## src/rtl/fifo_rd_arbiter.sv

```systemverilog
// Read-side scheduler for the dual-clock FIFO: round-robin, bounded-length bursts
// from a single pop/data port to N_REQ consumers in the rd_clk domain.
module fifo_rd_arbiter #(
  parameter int N_REQ     = 4,
  parameter int DW        = 8,
  parameter int MAX_BURST = 8,
  parameter int EMPTY_TO  = 4
) (
  input  logic                     rd_clk,
  input  logic                     reset,
  input  logic [N_REQ-1:0]         req,
  input  logic [N_REQ-1:0]         rdy,
  input  logic                     fifo_empty,
  input  logic [DW-1:0]            fifo_data,
  output logic                     fifo_pop,
  output logic [N_REQ-1:0]         gnt,
  output logic [DW-1:0]            data_o,
  output logic                     valid_o,
  output logic [$clog2(N_REQ)-1:0] vld_id_o,
  output logic                     done_o,
  output logic [7:0]               beats_o
);
  localparam int IW = $clog2(N_REQ);

  typedef enum logic [1:0] {IDLE, BURST, DRAIN} state_t;

  state_t           state_q, state_d;
  logic [N_REQ-1:0] gnt_q, gnt_d;
  logic [IW-1:0]    cur_id_q, cur_id_d;
  logic [IW-1:0]    ptr_q, ptr_d;
  logic [IW-1:0]    vld_id_q, vld_id_d;
  logic [7:0]       cnt_q, cnt_d;
  logic [7:0]       beats_q, beats_d;
  logic [3:0]       to_cnt_q, to_cnt_d;
  logic             valid_q, valid_d;
  logic             done_q, done_d;

  logic             pop, stall, last_pop, term, finish, found;
  logic [IW-1:0]    idx;

  assign pop      = (state_q == BURST) && !fifo_empty && rdy[cur_id_q] &&
                    (cnt_q < 8'(MAX_BURST));
  assign stall    = fifo_empty && rdy[cur_id_q];
  assign last_pop = pop && ((cnt_q + 8'd1) == 8'(MAX_BURST));

  always_comb begin
    state_d  = state_q;
    gnt_d    = gnt_q;
    cur_id_d = cur_id_q;
    ptr_d    = ptr_q;
    cnt_d    = cnt_q;
    to_cnt_d = to_cnt_q;
    beats_d  = beats_q;
    valid_d  = pop;
    vld_id_d = cur_id_q;
    done_d   = 1'b0;
    found    = 1'b0;
    idx      = '0;
    term     = 1'b0;
    finish   = 1'b0;

    case (state_q)
      IDLE: begin
        // Rotating search: the first requester at or after ptr wins.
        for (int unsigned i = 0; i < N_REQ; i++) begin
          idx = IW'((32'(ptr_q) + i) % N_REQ);
          if (!found && req[idx]) begin
            found       = 1'b1;
            cur_id_d    = idx;
            gnt_d       = '0;
            gnt_d[idx]  = 1'b1;
            state_d     = BURST;
          end
        end
      end
      BURST: begin
        if (pop) begin
          cnt_d    = cnt_q + 8'd1;
          to_cnt_d = '0;
        end else if (stall && (to_cnt_q < 4'(EMPTY_TO))) begin
          to_cnt_d = to_cnt_q + 4'd1;
        end
        term = last_pop || !req[cur_id_q] || (to_cnt_d == 4'(EMPTY_TO));
        // A pop in the terminating cycle still owes its beat, so DRAIN first.
        if (term && pop) state_d = DRAIN;
        finish = term && !pop;
      end
      DRAIN:   finish = 1'b1;
      default: state_d = IDLE;
    endcase

    if (finish) begin
      state_d  = IDLE;
      gnt_d    = '0;
      done_d   = 1'b1;
      beats_d  = cnt_q;
      ptr_d    = (cur_id_q == IW'(N_REQ - 1)) ? '0 : cur_id_q + IW'(1);
      cnt_d    = '0;
      to_cnt_d = '0;
    end
  end

  always_ff @(posedge rd_clk or negedge reset) begin
    if (!reset) begin
      state_q  <= IDLE;
      gnt_q    <= '0;
      cur_id_q <= '0;
      ptr_q    <= '0;
      cnt_q    <= '0;
      to_cnt_q <= '0;
      beats_q  <= '0;
      valid_q  <= 1'b0;
      vld_id_q <= '0;
      done_q   <= 1'b0;
    end else begin
      state_q  <= state_d;
      gnt_q    <= gnt_d;
      cur_id_q <= cur_id_d;
      ptr_q    <= ptr_d;
      cnt_q    <= cnt_d;
      to_cnt_q <= to_cnt_d;
      beats_q  <= beats_d;
      valid_q  <= valid_d;
      vld_id_q <= vld_id_d;
      done_q   <= done_d;
    end
  end

  assign fifo_pop = pop;
  assign gnt      = gnt_q;
  assign data_o   = fifo_data;
  assign valid_o  = valid_q;
  assign vld_id_o = vld_id_q;
  assign done_o   = done_q;
  assign beats_o  = beats_q;
endmodule

```

## config.mk

```make
export PLATFORM = sky130hd
export DESIGN_NAME = fifo_rd_arbiter
export DESIGN_NICKNAME = d
export VERILOG_FILES = /design/src/rtl/fifo_rd_arbiter.sv
export SDC_FILE = /design/constraint.sdc
export NUM_CORES = 1
export LEC_CHECK = 0
export ABC_AREA = 1
export BUFFER_PORTS_ARGS = -buffer_cell sky130_fd_sc_hd__buf_2
export CAP_MARGIN = 20
export CORE_MARGIN = 5
export CORE_UTILIZATION = 53
export CTS_BUF_LIST = sky130_fd_sc_hd__clkbuf_4
export DETAILED_ROUTE_END_ITERATION = 8
export PLACE_DENSITY = 0.74
export SYNTH_ARGS = -nofsm -noshare
export SYNTH_HDL_FRONTEND = slang
export SYNTH_SLANG_ARGS = --single-unit
```

## constraint.sdc

```tcl
create_clock -name rd_clk -period 5.85 [get_ports rd_clk]
set_input_delay 1.4625 -clock rd_clk [delete_from_list [all_inputs] [get_ports rd_clk]]
set_output_delay 1.4625 -clock rd_clk [all_outputs]
set_load 0.005 [all_outputs]
```

==> run_results.csv <==
group,metric,value,unit
global_routing,antenna_found_initial,0,
cells_and_area,final_cells,333,
clock_network,htreeDepth,2,
die,die_y,73.6,um
setup_path,slowest_stage,"nor2_4",
global_routing,track_usage,17.9,%
timing,setup_viol,0,
drt,drc,0,
die,die_x,73.6,um
run_status,status,"completed",
timing,timing.fmax,273,MHz
drt,first_pass_iters,4,
pwr,power.total,1.31,mW
drt,drt_first_iter_violations,93,
setup_path,path_class,"primary input to output port",
die,std_cell_rows,23,
timing,hold_violations,0,
placement,routabilityCongestion,0.810,
cells_and_area,areaGrowthSynthToFinish,8.46,%
placement,dp_worst_setup_slack,2180,ps
logic_synthesis,yosys-top-cells-count,"56 x nand2_1, 34 x dfrtp_1, 26 x inv_1",
cells_and_area,antenna_cells,0,
cells_and_area,final_layout_size_suffix_gt1_share,23.3,%
pwr,switching_share,48.5,%
placement,hpwlAfterDp,3110,um
logic_synthesis,synth_top_area_share,39.7,%
pwr,p_per_area,562,nW/um^2
min_path,hold_class,"register to register",
pwr,p_comb_share,58.2,%
pwr,p_sw,633,uW
setup_path,cp_slowest_stage_delay,150,ps
timing,fin_setup_tns,0,ps
global_routing,grt_pass1_wl,7510,um
cells_and_area,fin_util,58.5,%
placement,placedCellCount,326,
global_routing,grt_max_degree,35,
die,pin_count,44,
logic_synthesis,netlist_instances,260,
logic_synthesis,ys_warn_count,0,
timing,final_max_slew_viol_count,0,
clock_network,tritoncts,"built",
logic_synthesis,synth-seq-cells,34,
clock_network,cts_hold_buf,0,
timing,finalCritPeriodShare,62.7,%
timing,worst_pin_slew,756,ps
pwr,vdd.ir_drop.worst,0.282,mV
timing,fin_ws,2180,ps
logic_synthesis,ys_seq_area_share,39.7,%
drt,wl_per_cell,12.7,um
die,initial_utilization,54.0,%
timing,fin_crit,3670,ps
logic_synthesis,synth_flop_cell,"dfrtp_1",
placement,io_buffers,27,
setup_path,worstSetupEndpointType,"output port",
pwr,internal-power,673,uW
placement,postPlaceCellArea,2250,sq um
clock_network,cts-root-buf,"clkbuf_4",
drt,totalWireLength,4220,um
logic_synthesis,yosysMostFrequentCell,"nand2_1",
clock_network,clock-sinks,34,
setup_path,critPathMaxFanout,6,
pwr,clock_power_share,12.7,%
global_routing,grt_overflow,0,
global_routing,grt_pass1_vias,1687,
setup_path,critPathRequiredTime,4390,ps
logic_synthesis,synth_area,2140,sq um
logic_synthesis,synth_nets,291,
logic_synthesis,synth_area_leaders,"dfrtp_1 40%, nand2_1 9.8%, ha_1 7.0%",
setup_path,cp_cell_sequence,"buf_2 > nor2_1 > nand2_1 > nor2_2 > inv_1 > nor2_4 > buf_2",
flow_run,max_cap_viol_count,0,
setup_path,cpMostUsedCell,"buf_2",
logic_synthesis,synth-edff-count,0,
setup_path,r2r_setup_slack,3520,ps
timing,fin_worst_skew,20.7,ps
pwr,pwr-share-seq,29.1,%
drt,ant_nets,0,
clock_network,cts_buffer_depth,2,
setup_path,cp-start-kind,"primary input",
clock_network,cts_setup_buffers,0,
logic_synthesis,synth_top_cell_by_area,"dfrtp_1",
timing,whs,484,ps
drt,vias_per_cell,5.27,
logic_synthesis,ys_types,37,
clock_network,insertion_delay,350,ps
cells_and_area,nets,314,
clock_network,ctsResizeCount,0,
cells_and_area,final_cell_area,2320,sq um
die,fp.coreArea,3970,sq um
timing,rsz0062_at_grt,"false",
timing,relSlewSlack,49.6,%
setup_path,arrival,2200,ps
drt,vias,1756,
clock_network,tritoncts.num_buffers,5,
logic_synthesis,avgSynthCellArea,8.24,sq um
clock_network,clkTransAtPathRegs,100,ps
logic_synthesis,async_flop_share,100,%
die,die_area,5420,sq um
pwr,leakagePower,1.19,nW
==> power groups by stage <==
stage | sequential (mW) | clock, mW | combinational, mW
finish | 0.380 | 0.166 | 0.759
global route | 0.390 | 0.180 | 0.880
CTS | 0.380 | 0.169 | 0.767
detailed placement | 0.384 | 0 | 0.760
global placement | 0.381 | 0 | 0.743
floorplan | 0.374 | 0 | 0.620
==> kinds of logic after synthesis <==
kind of cell	count (synthesis)	share of synthesized area, %
xor+xnor	3	1.23
flops	34	39.7
simple gates	115	26.4
buf+inv	43	9.92
compound gates	53	15.8
fa+ha+maj	12	7.01
==> worst paths after layout <==
| check | start | end | depth (start not counted) |
|---|---|---|---|
| setup / recovery | fifo_empty | fifo_pop | 7 |
| hold / removal | beats_o[6]$_DFFE_PN0P_ | beats_o[6]$_DFFE_PN0P_ | 2 |
| setup reg to reg | ptr_q[0]$_DFFE_PN0P_ | gnt[0]$_DFFE_PN0P_ | 13 |
| hold reg to reg | beats_o[6]$_DFFE_PN0P_ | beats_o[6]$_DFFE_PN0P_ | 2 |
| max in group asynchronous | reset | gnt[2]$_DFFE_PN0P_ | 1 |
| min in group asynchronous | reset | beats_o[7]$_DFFE_PN0P_ | 1 |
==> routing by layer <==
layer  global-route usage, %  up-vias  part of all wire, %
li1                        -      885                    -
met1                    23.0      835                   47
met2                    28.7       31                   48
met3                    5.20        5                  4.6
met4                    6.44        0                 0.95
met5                       0        -                    0
==> area by class of cell <==
cell class | instances | area, sq um
clock buffer | 5 | 37.5
clock inverter | 2 | 33.8
fill | 373 | 1650
inverter | 32 | 125
multi-input combinational | 183 | 1080
sequential | 34 | 851
tap | 50 | 62.6
timing repair buffer | 27 | 135
==> registers in the layout, summed over array words and instances, names as in the netlist <==
signal    flops
beats_o       8
cur_id_q      2
gnt           4
state_q       2
cnt_q         8
vld_id_o      2
done_o        1
valid_o       1
ptr_q         2
to_cnt_q      4
==> worst max-delay path, delay by kind of cell <==
family        cells  cell delay (ps)
buf+inv           3              310
simple gates      4              420
==> layout by cell type, fill, tap and decap left out, types with 2 or more instances in the layout <==
master     synthesis  final
o31ai_1            3      3
a21oi_1           13     13
nand4_1            4      4
a2bb2oi_1          2      2
nand3_2            2      2
nor2_1            25     25
xor2_1             2      2
nand2_2            7      7
ha_1              12     12
a22oi_1            3      3
inv_2              5      5
o211ai_1           2      2
nand3_1            9      9
nand3_4            2      2
o21ai_0           14     14
dfrtp_1           34     34
inv_1             26     26
o21ai_2            7      7
nor2_2             3      3
nand2_1           56     56
o21ai_1            4      4
nand2_4            2      2
buf_2              1     27
clkbuf_4           0      5
Power figures use the tool's default switching activity.
